File: src/rtl/result_pkg.sv
// Shared types and default widths for the result unloader.
package result_pkg;

  localparam int RES_DATA_W = 16;
  localparam int RES_ADDR_W = 12;

  typedef enum logic [1:0] {
    IDLE,
    STREAM,
    FLUSH
  } state_t;

endpackage

File: src/rtl/out_skid_buffer.sv
// Two-entry fall-through buffer between the synchronous memory read port and the output.
// An empty buffer passes incoming data straight through so the stream keeps single-cycle latency.
module out_skid_buffer #(
  parameter int DATA_W = 16
) (
  input  logic              clk,
  input  logic              rst_n,
  input  logic              in_valid,
  input  logic [DATA_W-1:0] in_data,
  input  logic              out_ready,
  output logic              out_valid,
  output logic [DATA_W-1:0] out_data,
  output logic              space
);

  logic [DATA_W-1:0] entry [2];
  logic [1:0]        cnt;
  logic              rd_ptr;
  logic              wr_ptr;
  logic              empty;
  logic              wr;
  logic              deq;

  assign empty     = (cnt == 2'd0);
  assign out_valid = !empty || in_valid;
  assign out_data  = empty ? in_data : entry[rd_ptr];
  assign wr        = in_valid && !(empty && out_ready);
  assign deq       = !empty && out_ready;
  // A read issued now lands next cycle; keep room for it even if nothing drains meanwhile.
  assign space     = (cnt + {1'b0, in_valid}) < 2'd2;

  always_ff @(posedge clk) begin
    if (!rst_n) begin
      cnt    <= 2'd0;
      rd_ptr <= 1'b0;
      wr_ptr <= 1'b0;
    end else begin
      if (wr) wr_ptr <= ~wr_ptr;
      if (deq) rd_ptr <= ~rd_ptr;
      cnt <= cnt + {1'b0, wr} - {1'b0, deq};
    end
  end

  always_ff @(posedge clk) begin
    if (wr) entry[wr_ptr] <= in_data;
  end

endmodule

File: src/rtl/result_unloader.sv
// Streams result_count words starting at result_base from data memory to the host output port
// after a rising edge of proc_done, with back-pressure absorbed by the skid buffer.
module result_unloader
  import result_pkg::*;
#(
  parameter int DATA_W = RES_DATA_W,
  parameter int ADDR_W = RES_ADDR_W
) (
  input  logic              clk,
  input  logic              rst_n,
  input  logic              proc_done,
  input  logic [ADDR_W-1:0] result_base,
  input  logic [ADDR_W:0]   result_count,
  input  logic [DATA_W-1:0] mem_rdata,
  input  logic              out_hold,
  output logic [ADDR_W-1:0] mem_addr,
  output logic              mem_rd_en,
  output logic [DATA_W-1:0] com_data_out,
  output logic              output_write_start,
  output logic              output_write_done,
  output logic              unload_done
);

  localparam logic [ADDR_W:0] CNT_ONE = (ADDR_W + 1)'(1);

  state_t            state;
  state_t            state_next;
  logic              proc_done_q;
  logic              trigger;
  logic              empty_q;
  logic [ADDR_W-1:0] base_q;
  logic [ADDR_W:0]   count_q;
  logic [ADDR_W:0]   rd_cnt;
  logic [ADDR_W:0]   xfer_cnt;
  logic              rd_valid_q;
  logic              buf_valid;
  logic              buf_space;
  logic              buf_ready;
  logic [DATA_W-1:0] buf_data;
  logic              xfer;
  logic              last;

  assign trigger      = (state == IDLE) && proc_done && !proc_done_q;
  assign buf_ready    = (state == STREAM) && !out_hold;
  assign xfer         = buf_ready && buf_valid;
  assign last         = (xfer_cnt == count_q - CNT_ONE);
  assign mem_addr     = base_q + rd_cnt[ADDR_W-1:0];
  assign com_data_out = output_write_start ? buf_data : '0;
  assign unload_done  = (state == FLUSH) || empty_q;

  out_skid_buffer #(.DATA_W(DATA_W)) u_skid (
    .clk       (clk),
    .rst_n     (rst_n),
    .in_valid  (rd_valid_q),
    .in_data   (mem_rdata),
    .out_ready (buf_ready),
    .out_valid (buf_valid),
    .out_data  (buf_data),
    .space     (buf_space)
  );

  always_ff @(posedge clk) begin
    if (!rst_n) state <= IDLE;
    else        state <= state_next;
  end

  always_ff @(posedge clk) begin
    if (!rst_n) begin
      // Track the live level so a proc_done held high across reset is not seen as an edge.
      proc_done_q <= proc_done;
      empty_q     <= 1'b0;
      base_q      <= '0;
      count_q     <= '0;
      rd_cnt      <= '0;
      xfer_cnt    <= '0;
      rd_valid_q  <= 1'b0;
    end else begin
      proc_done_q <= proc_done;
      empty_q     <= trigger && (result_count == '0);
      rd_valid_q  <= mem_rd_en;
      if (trigger) begin
        base_q   <= result_base;
        count_q  <= result_count;
        rd_cnt   <= '0;
        xfer_cnt <= '0;
      end else begin
        if (mem_rd_en) rd_cnt <= rd_cnt + CNT_ONE;
        if (xfer) xfer_cnt <= xfer_cnt + CNT_ONE;
      end
    end
  end

  always_comb begin
    state_next         = state;
    mem_rd_en          = 1'b0;
    output_write_start = 1'b0;
    output_write_done  = 1'b0;
    case (state)
      IDLE: begin
        if (trigger && (result_count != '0)) state_next = STREAM;
      end
      STREAM: begin
        mem_rd_en          = (rd_cnt != count_q) && buf_space;
        output_write_start = buf_valid;
        output_write_done  = buf_valid && last;
        if (xfer && last) state_next = FLUSH;
      end
      FLUSH: state_next = IDLE;
      default: state_next = IDLE;
    endcase
  end

endmodule

File: config.mk
export PLATFORM = sky130hd
export DESIGN_NAME = result_unloader
export DESIGN_NICKNAME = d
export VERILOG_FILES = /design/src/rtl/result_pkg.sv /design/src/rtl/out_skid_buffer.sv /design/src/rtl/result_unloader.sv
export SDC_FILE = /design/constraint.sdc
export NUM_CORES = 1
export LEC_CHECK = 0
export CORE_MARGIN = 10
export CORE_UTILIZATION = 49
export DETAILED_ROUTE_END_ITERATION = 12
export PLACE_DENSITY = 0.73
export REMOVE_ABC_BUFFERS = 1
export SLEW_MARGIN = 20
export SYNTH_ARGS = -nofsm -noshare
export SYNTH_HDL_FRONTEND = slang
export SYNTH_HIERARCHICAL = 1
export SYNTH_SLANG_ARGS = --single-unit
File: constraint.sdc
create_clock -name clk -period 1.9 [get_ports clk]
set_input_delay 0.19 -clock clk [delete_from_list [all_inputs] [get_ports clk]]
set_output_delay 0.19 -clock clk [all_outputs]
set_load 0.01 [all_outputs]
==> results of run 1 <==
-- cells in the mapped netlist (all sizes together) (3+ instances only) --
library cell,instances
nor2b,4
ha,16
and3,18
a211oi,3
nand2b,5
nor4b,5
nor2,58
or2,3
mux2i,20
nor3b,3
nand4,11
nand2,75
buf,13
xnor2,46
nor3,10
and2,8
a21boi,25
a21oi,25
xor2,16
nor4,10
a21o,4
edfxtp,32
inv,17
nand3,11
dfxtp,61
clkbuf,16
or3,6
o21ai,8
-- state kept, by name, summed over array words and instances, names as in the netlist, named ones only --
register       cells
state              2
empty_q            1
proc_done_q        1
rd_valid_q         1
base_q            12
u_skid/cnt         2
count_q           13
u_skid/wr_ptr      1
rd_cnt            13
xfer_cnt          13
u_skid/entry      32
u_skid/rd_ptr      1
-- cell type report --
| cell class | count | area [sq um] |
|---|---|---|
| fill | 703 | 2800 |
| multi-input combinational | 418 | 3130 |
| clock inverter | 4 | 72.6 |
| tap | 136 | 170 |
| timing repair buffer | 199 | 1720 |
| inverter | 17 | 63.8 |
| clock buffer | 12 | 145 |
| sequential | 93 | 2230 |
-- worst paths after layout --
path / from / end / slack [ns] / depth (start not counted)
max: count_q[1]$_SDFFE_PN0P_ / output_write_done / -0.60 / 7
min: result_base[0] / base_q[0]$_SDFFE_PN0P_ / 0.37 / 3
max reg2reg: count_q[1]$_SDFFE_PN0P_ / state[1]$_SDFFE_PN0P_ / -0.15 / 9
min reg2reg: base_q[8]$_SDFFE_PN0P_ / base_q[8]$_SDFFE_PN0P_ / 0.48 / 2
-- cell families after synthesis --
kind of cell / count (synthesis) / share of synthesized area (%)
AO/OA/AOI/OAI: 83 / 11.2
XOR/XNOR: 62 / 10.5
adder cells (fa/ha/maj): 17 / 4.26
buffers and inverters: 48 / 5.13
flip-flops: 93 / 42.2
multiplexers: 20 / 3.87
AND/OR/NAND/NOR: 236 / 22.9
-- tightest hold or removal path: cells and delay by family --
| family | cells | cell delay (ns) |
|---|---|---|
| buf+inv | 1 | 0.40 |
| compound gates | 1 | 0.06 |
| simple gates | 1 | 0.05 |
-- per-layer routing --
layer / track usage [%] / routed length [microns] / share of wire (%) / up-vias
met5: 0 / 0 / 0 / -
met3: 3.81 / 649 / 4.3 / 19
met2: 33.0 / 7840 / 52 / 130
met1: 22.7 / 6250 / 42 / 2332
met4: 4.86 / 200 / 1.3 / 0
li1: - / - / - / 2311
-- power by group through the flow --
stage	Combinational, mW	Clock [mW]	Sequential, mW
after CTS	0.836	1.48	2.14
final	0.942	1.46	2.14
after detailed placement	0.786	0	2.18
after global placement	0.765	0	2.18
after floorplan	0.356	0	2.19
after global routing	1.01	1.57	2.15
-- repair_timing --
item | in CTS | in global routing
endpoints found under the setup margin | 37 | 38
cloned | 2 | 2
hold buffers | 0 | 0
resized for setup | 149 | 79
setup buffers | 3 | 8
pin swaps | 24 | 26
==> out/qor.yml, run 1 <==
sta:
  fin_crit_ns: 2.50
  fmax_mhz: 399
  timing.final.crit_share_pct: 132
  report.final.slew_viol_count: 0
  worst_slack_ns: -0.604
  fin_tns_setup_ns: -4.16
  relSlewSlack_pct: 66.9
  hold_slack_ns: 0.374
  clock_skew_ns: 0.0154
  worst_pin_slew_ns: 0.495
  hold_viol: 0
  rsz0062_at_grt: "true"
  setup_violations: 12
logic_synthesis:
  synthDistinctLibCells: 65
  yosys_warnings: 6
  ys_seq_area_share_pct: 42.2
  ys_seq_elements: 93
  synth_top_area_share_pct: 23.6
  synthArstFlopShare_pct: 0
  synth_edf_count: 32
  yosysTopAreaCell: "dfxtp_1"
  synth_top_cells_by_area: "dfxtp_1 24%, edfxtp_1 19%, xnor2_1 7.8%"
  mappedNetlistArea_sq_mm: 0.00517
  syn_area_per_cell_sq_um: 9.25
  syn_inst: 559
  synth_ff_type: "dfxtp_1"
power:
  power_mw: 4.54
  switching_share_pct: 25.6
  combPwrFrac_pct: 20.7
  powerDensity_mw_per_mm2: 604
  switching_power_mw: 1.16
  power_frac_seq_pct: 47.2
  ir_worst_vdd_uv: 382
  power.leakage_nw: 3.03
  cellInternalPower_mw: 3.38
  clockPowerShare_pct: 32.1
floorplanning:
  die_height_microns: 123
  start_util_pct: 50.1
  fp.dieArea_sq_mm: 0.0151
  core_area_sq_mm: 0.0103
  chipWidth_microns: 123
  row_count: 37
  ios: 77
cts:
  numCtsBuffers: 9
  clk_path_buf_depth: 2
  clk_pin_slew_worst_paths_ns: 0.09
  cts_tree: "built"
  root_buffer: "clkbuf_8"
  htree_levels: 3
  insertion_delay_ns: 0.36
  cts_sinks: 93
outcome:
  outcome: "finished, violations left"
  violations: "setup timing"
final_layout:
  nets: 800
  fin_cells: 879
  final_cell_mix: "104 x buf_4, 74 x nand2_1, 50 x nor2_1, 46 x clkdlybuf4s50_1, 37 x dfxtp_1"
  fin_area_sq_mm: 0.00752
  drive_gt1_share_pct: 35.0
  layout_commonest_cell: "buf_4"
  num_antenna_cells: 0
  flow.area_growth_from_synthesis_pct: 45.5
  final_util_pct: 72.9
job:
  drv_cap: 0
critical_path:
  worstPathMaxFanout: 3
  path_cells: "or4_4 -> or3_1 -> a21o_1 -> a31o_1 -> nand4_1 -> nor2_1 -> buf_2"
  crit_family: "simple AND/OR/NAND/NOR gates"
  critPathSlowestCell: "or4_4"
  cp-end-kind: "output pin"
  critical_path_class: "reg2out"
  critPathRequiredTime_ns: 1.71
  crit_buf_inv: 1
  cp.arrival_ns: 2.31
  cpPeakStageDelay_ns: 0.53
  cp-start-kind: "flip-flop"
drt:
  wire_per_inst_microns: 17.0
  viasPerCell: 5.45
  drt_wl_total_microns: 14900
  ant_nets: 0
  vias: 4792
  drtIter0Drc: 411
  drc: 0
  firstDrtPassIters: 5
placement:
  port_buffers: 76
  place_hpwl_microns: 10100
  pre_cts_slack_ns: -0.694
  gp_congestion: 0.876
  place_area_sq_mm: 0.00680
  dp_cells: 850
global_route:
  grt_pass1_vias: 4814
  grtUsageTotal_pct: 18.7
  grt_pass1_wl_microns: 23100
  grt_max_degree: 27
  antenna_found_initial: 0
  grt-ovfl-total: 0
worst_hold_path:
  min_path_type: "in2reg"
Power figures use the tool's default switching activity.
==> run 2: changes to the inputs <==
- CORE_UTILIZATION: 49 -> 50
- PLACE_DENSITY: 0.73 -> 0.72
- clock period: 1.9 -> 3.1 ns (I/O delays scaled with it)
==> out/qor.yml, run 2 (same netlist as run 1, synthesis figures left out) <==
final_layout:
  regArea_sq_mm: 0.00218  # was 0.00223 sq mm
  num_antenna_cells: 0  # unchanged
  final_util_pct: 61.9  # was 72.9%
  final_cell_mix: "75 x nand2_1, 71 x clkdlybuf4s50_1, 60 x dfxtp_1, 58 x nor2_1, 46 x xnor2_1"  # was 104 x buf_4, 74 x nand2_1, 50 x nor2_1, 46 x clkdlybuf4s50_1, 37 x dfxtp_1
  largest_reg_flops: 32  # unchanged
  top_register: "u_skid/entry"  # unchanged
  fin_cells: 776  # was 879
  nets: 697  # was 800
  n_fill_cell: 884  # was 703
  layout_commonest_cell: "nand2_1"  # was buf_4
  drive_gt1_share_pct: 7.97  # was 35.0%
  multi_input_area_sq_mm: 0.00275  # was 0.00313 sq mm
  flow.area_growth_from_synthesis_pct: 22.0  # was 45.5%
global_route:
  grt_pass1_wl_microns: 20800  # was 23,100 microns
  antenna_found_initial: 0  # unchanged
  grt_max_degree: 34  # was 27
  grt_pass1_vias: 4195  # was 4,814
  grtUsageTotal_pct: 17.0  # was 18.7%
  grt-ovfl-total: 0  # unchanged
critical_path:
  ff2ff_setup_slack_ns: 0.99  # was -0.15 ns
  path_cells: "ha_1 -> a211o_1 -> o211ai_1 -> a21oi_1 -> a211oi_2 -> buf_4 -> xnor2_1 -> clkdlybuf4s50_1"  # was or4_4 -> or3_1 -> a21o_1 -> a31o_1 -> nand4_1 -> nor2_1 -> buf_2
  critical_path_class: "reg2out"  # unchanged
  critPathRequiredTime_ns: 2.79  # was 1.71 ns
  timing.rr.end: "state[1]$_SDFFE_PN0P_"  # unchanged
  cp.arrival_ns: 2.65  # was 2.31 ns
  cp-end-kind: "output pin"  # unchanged
  cp-start-kind: "flip-flop"  # unchanged
  critPathSlowestCell: "clkdlybuf4s50_1"  # was or4_4
  worstPathMaxFanout: 3  # unchanged
  cpPeakStageDelay_ns: 0.56  # was 0.53 ns
  r2r-start: "count_q[0]$_SDFFE_PN0P_"  # was count_q[1]$_SDFFE_PN0P_
  r2r_cells: 8  # was 9
  crit_family: "compound AO/OA/AOI/OAI gates"  # was simple AND/OR/NAND/NOR gates
  crit_buf_inv: 2  # was 1
drt:
  drt_wl_total_microns: 12400  # was 14,900 microns
  vias: 4267  # was 4,792
  wire_per_inst_microns: 16.0  # was 17.0 microns
  drtIter0Drc: 351  # was 411
  drc: 0  # unchanged
  viasPerCell: 5.50  # was 5.45
  ant_nets: 0  # unchanged
  firstDrtPassIters: 5  # unchanged
cts:
  cts_tree: "built"  # unchanged
  clk_pin_slew_worst_paths_ns: 0.09  # about the same
  insertion_delay_ns: 0.36  # about the same
  numCtsBuffers: 9  # unchanged
  root_buffer: "clkbuf_8"  # unchanged
  clk_path_buf_depth: 2  # unchanged
  cts_sinks: 93  # unchanged
  htree_levels: 3  # unchanged
floorplanning:
  chipWidth_microns: 122  # was 123 microns
  die_height_microns: 122  # was 123 microns
  row_count: 37  # unchanged
  core_area_sq_mm: 0.0102  # was 0.0103 sq mm
  start_util_pct: 50.8  # was 50.1%
  fp.dieArea_sq_mm: 0.0148  # was 0.0151 sq mm
  ios: 77  # unchanged
power:
  ir_worst_vdd_uv: 197  # was 382 uV
  powerDensity_mw_per_mm2: 415  # was 604 mW/mm^2
  power.leakage_nw: 2.39  # was 3.03 nW
sta:
  hold_slack_ns: 0.467  # was 0.374 ns
  rsz0062_at_grt: "false"  # was true
  fmax_mhz: 338
  timing.final.crit_share_pct: 95.5
  worst_slack_ns: 0.139  # was -0.604 ns
  report.final.slew_viol_count: 0  # unchanged
  relSlewSlack_pct: 58.0  # was 66.9%
  hold_viol: 0  # unchanged
  setup_violations: 0  # was 12
  fin_crit_ns: 2.96
  worst_pin_slew_ns: 0.628  # was 0.495 ns
  clock_skew_ns: 0.00876  # was 0.0154 ns
  fin_tns_setup_ns: 0  # was -4.16 ns
worst_hold_path:
  min_path_type: "in2reg"  # unchanged
  min_from: "proc_done"  # was result_base[0]
  hold_end: "proc_done_q$_DFF_P_"  # was base_q[0]$_SDFFE_PN0P_
  whs_path_depth: 1  # was 3
placement:
  gp_congestion: 0.881  # was 0.876
  port_buffers: 76  # unchanged
  place_hpwl_microns: 9050  # was 10,100 microns
  dp_cells: 757  # was 850
  pre_cts_slack_ns: 0.230  # was -0.694 ns
job:
  drv_cap: 0  # unchanged
outcome:
  outcome: "finished, final reports clean"  # was finished, violations left
## run 2: changes by cell type in the layout (fill, tap and decap cells not counted), sizes merged
cell,previous run,this run
inv,17,19
clkinv,2,0
clkinvlp,0,2
clkdlybuf4s50,46,71
buf,141,20
dlymetal6s2s,0,4
clkbuf,23,10
## run 2: per-stage QoR
step / total power [mW] / instance area, sq um
after global routing: 2.75 / 6310
after global placement: 1.73 / 6040
after CTS: 2.64 / 6270
after detailed placement: 1.74 / 6040
final: 2.62 / 6310
after floorplan: 1.56 / 4970
## run 2: final cells by class
cell class | instances | area share, %
inverter | 17 | 1.01
sequential | 93 | 34.6
multi-input combinational | 418 | 43.6
clock inverter | 6 | 1.47
tap | 136 | 2.70
clock buffer | 10 | 2.02
timing repair buffer | 96 | 14.6
## run 2: repair_timing
action | 4_1_cts | 5_1_grt
resized for setup | 3 | 7
setup endpoints to repair | 3 | 4
buffers inserted | 1 | 2
pin swaps | 0 | 2
hold endpoints to repair | 0 | 0
hold buffers | 0 | 0
## run 2: power by group
group / internal, mW / switching [mW] / leakage (nW)
registers: 1.29 / 0.0297 / 0.784
clock network: 0.460 / 0.436 / 0.104
logic: 0.200 / 0.201 / 1.50
## run 2: worst reg2reg max path: stages (launching register included)
cell and delay (ns):
dfxtp_1 0.32, buf_4 0.16, or4_4 0.52, or3_1 0.31, a21o_1 0.18, a31o_1 0.24
nand4_1 0.13, buf_4 0.12, nor2_1 0.03
## run 2: per-layer routing
| layer | share of wire, % | vias to the layer above | track usage (%) |
|---|---|---|---|
| li1 | - | 2096 | - |
| met1 | 43 | 2038 | 20.8 |
| met2 | 51 | 118 | 29.4 |
| met3 | 5.6 | 15 | 4.49 |
| met4 | 1.2 | 0 | 3.95 |
| met5 | 0 | - | 0 |
## run 2: how the worst max path moves through the flow
stage | start | end | cells past startpoint
floorplan | u_skid/cnt[1]$_SDFF_PN0_ | xfer_cnt[5]$_SDFFE_PP0P_ | 5
global placement | count_q[1]$_SDFFE_PN0P_ | output_write_done | 9
detailed placement | count_q[1]$_SDFFE_PN0P_ | output_write_done | 9
CTS | count_q[1]$_SDFFE_PN0P_ | output_write_done | 9
global route | base_q[1]$_SDFFE_PN0P_ | mem_addr[9] | 8
finish | base_q[1]$_SDFFE_PN0P_ | mem_addr[9] | 8
==> run 3: changes to the inputs <==
- CORE_UTILIZATION: 50 -> 49
- PLACE_DENSITY: 0.72 -> 0.73
- clock period: 3.1 -> 2.4 ns (I/O delays scaled with it)
==> out/qor.yml, run 3 (same netlist as run 1, synthesis figures left out) <==
placement:
  pre_cts_slack_ns: -0.340  # was 0.230 ns
  gp_congestion: 0.872  # was 0.881
  place_area_sq_mm: 0.00641  # was 0.00604 sq mm
  place_hpwl_microns: 9640  # was 9050 microns
  dp_cells: 805  # was 757
  port_buffers: 76  # unchanged
floorplanning:
  core_area_sq_mm: 0.0103  # was 0.0102 sq mm
  ios: 77  # unchanged
  fp.dieArea_sq_mm: 0.0151  # was 0.0148 sq mm
  chipWidth_microns: 123  # was 122 microns
  start_util_pct: 50.1  # was 50.8%
  die_height_microns: 123  # was 122 microns
  row_count: 37  # unchanged
power:
  clockPowerShare_pct: 33.2  # was 34.3%
  power.leakage_nw: 2.66  # was 2.39 nW
  cellInternalPower_mw: 2.56  # was 1.95 mW
  powerDensity_mw_per_mm2: 503  # was 415 mW/mm^2
  power_mw: 3.45  # was 2.62 mW
  power_frac_seq_pct: 49.3  # was 50.4%
  switching_power_mw: 0.891  # was 0.668 mW
  switching_share_pct: 25.8  # was 25.5%
  combPwrFrac_pct: 17.5  # was 15.3%
  ir_worst_vdd_uv: 425  # was 197 uV
global_route:
  antenna_found_initial: 0  # unchanged
  grt_pass1_wl_microns: 21800  # was 20,800 microns
  grt_max_degree: 33  # was 34
  grtUsageTotal_pct: 17.9  # was 17.0%
  grt-ovfl-total: 0  # unchanged
  grt_pass1_vias: 4513  # was 4,195
drt:
  drt_wl_total_microns: 13300  # was 12,400 microns
  viasPerCell: 5.35  # was 5.50
  drc: 0  # unchanged
  drtIter0Drc: 249  # was 351
  firstDrtPassIters: 4  # was 5
  ant_nets: 0  # unchanged
  wire_per_inst_microns: 16.1  # was 16.0 microns
  vias: 4439  # was 4,267
critical_path:
  cpPeakStageDelay_ns: 0.35  # was 0.56 ns
  path_cells: "inv_2 -> ha_4 -> xnor2_2 -> a211oi_2 -> o2111ai_2 -> nor4b_4 -> nand4_1 -> buf_4 -> nor2_2 -> buf_2"  # was ha_1 -> a211o_1 -> o211ai_1 -> a21oi_1 -> a211oi_2 -> buf_4 -> xnor2_1 -> clkdlybuf4s50_1
  critPathRequiredTime_ns: 2.16  # was 2.79 ns
  critical_path_class: "reg2out"  # unchanged
  critPathSlowestCell: "dfxtp_2"  # was clkdlybuf4s50_1
  worstPathMaxFanout: 3  # unchanged
  cp.arrival_ns: 2.39  # was 2.65 ns
  cp-start-kind: "flip-flop"  # unchanged
  cp-end-kind: "output pin"  # unchanged
outcome:
  outcome: "finished, violations left"  # was finished, final reports clean
  violations: "setup timing"
final_layout:
  fin_area_sq_mm: 0.00685  # was 0.00631 sq mm
  nets: 750  # was 697
  drive_gt1_share_pct: 21.1  # was 7.97%
  flow.area_growth_from_synthesis_pct: 32.4  # was 22.0%
  num_antenna_cells: 0  # unchanged
  fin_cells: 829  # was 776
  largest_reg_flops: 32  # unchanged
  final_cell_mix: "74 x nand2_1, 65 x clkdlybuf4s50_1, 65 x buf_4, 55 x nor2_1, 49 x dfxtp_1"  # was 75 x nand2_1, 71 x clkdlybuf4s50_1, 60 x dfxtp_1, 58 x nor2_1, 46 x xnor2_1
  layout_commonest_cell: "nand2_1"  # unchanged
  top_register: "u_skid/entry"  # unchanged
sta:
  hold_viol: 0  # unchanged
  worst_slack_ns: -0.230  # was 0.139 ns
  fin_crit_ns: 2.63
  rsz0062_at_grt: "true"  # was false
  timing.final.crit_share_pct: 110
  worst_pin_slew_ns: 0.543  # was 0.628 ns
  fin_tns_setup_ns: -0.425  # was 0 ns
  clock_skew_ns: 0.0113  # was 0.00876 ns
  report.final.slew_viol_count: 0  # unchanged
  fmax_mhz: 380
  relSlewSlack_pct: 63.7  # was 58.0%
  setup_violations: 4  # was 0
cts:
  root_buffer: "clkbuf_8"  # unchanged
  clk_path_buf_depth: 2  # unchanged
  numCtsBuffers: 9  # unchanged
  clk_pin_slew_worst_paths_ns: 0.09  # about the same
  htree_levels: 3  # unchanged
  cts_tree: "built"  # unchanged
  insertion_delay_ns: 0.37  # was 0.36 ns
  cts_hold_buf: 0  # unchanged
  cts_sinks: 93  # unchanged
worst_hold_path:
  min_path_type: "in2reg"  # unchanged
job:
  drv_cap: 0  # unchanged
==> run 3: what timing repair did <==
item,CTS,global route
buffers inserted,12,2
hold endpoints to repair,0,0
gates resized for setup,77,17
endpoints found under the setup margin,11,26
pin swaps,16,10
==> run 3: layout make-up <==
class	instances	area [sq um]
Clock inverter	6	87.6
Clock buffer	10	128
Multi-Input combinational cell	418	2900
Fill cell	822	3480
Sequential cell	93	2200
Inverter	17	63.8
Tap cell	136	170
Timing Repair Buffer	149	1300
==> run 3: worst paths after layout <==
check	from	end	slack [ns]	depth (start not counted)
worst max register to register	count_q[1]$_SDFFE_PN0P_	state[1]$_SDFFE_PN0P_	0.13	12
worst min-delay path	proc_done	proc_done_q$_DFF_P_	0.39	1
worst min register to register	base_q[8]$_SDFFE_PN0P_	base_q[8]$_SDFFE_PN0P_	0.48	2
worst max-delay path	count_q[1]$_SDFFE_PN0P_	output_write_done	-0.23	10
==> run 3: stage by stage <==
step           hold WS [ns]  util, %
6_report              0.389     66.3
3_5_place_dp          0.472     62.1
4_1_cts               0.370     66.1
2_1_floorplan         0.268        -
3_3_place_gp          0.460     62.1
5_1_grt               0.389     66.3
==> run 3: worst max-delay path: cells and delay by family, from the launching register on <==
family	cells	cell delay, ns
DFF	1	0.35
buffers and inverters	3	0.35
and+or+nand+nor	3	0.50
xor gates and xnor gates	1	0.14
adders and majority gates	1	0.24
AOI/OAI and AO/OA	2	0.46
==> run 3: routing by layer <==
metal | vias to the layer above | track usage, % | routed length [microns]
li1 | 2195 | - | -
met2 | 112 | 31.0 | 6740
met4 | 0 | 6.19 | 339
met5 | - | 0 | 0
met3 | 28 | 4.91 | 683
met1 | 2104 | 20.9 | 5560
==> run 3: power by group through the flow <==
stage / registers [mW] / logic, mW / clock network, mW
3_3_place_gp: 1.73 / 0.558 / 0
2_1_floorplan: 1.73 / 0.282 / 0
6_report: 1.70 / 0.604 / 1.14
4_1_cts: 1.70 / 0.590 / 1.17
5_1_grt: 1.70 / 0.659 / 1.23
3_5_place_dp: 1.73 / 0.571 / 0
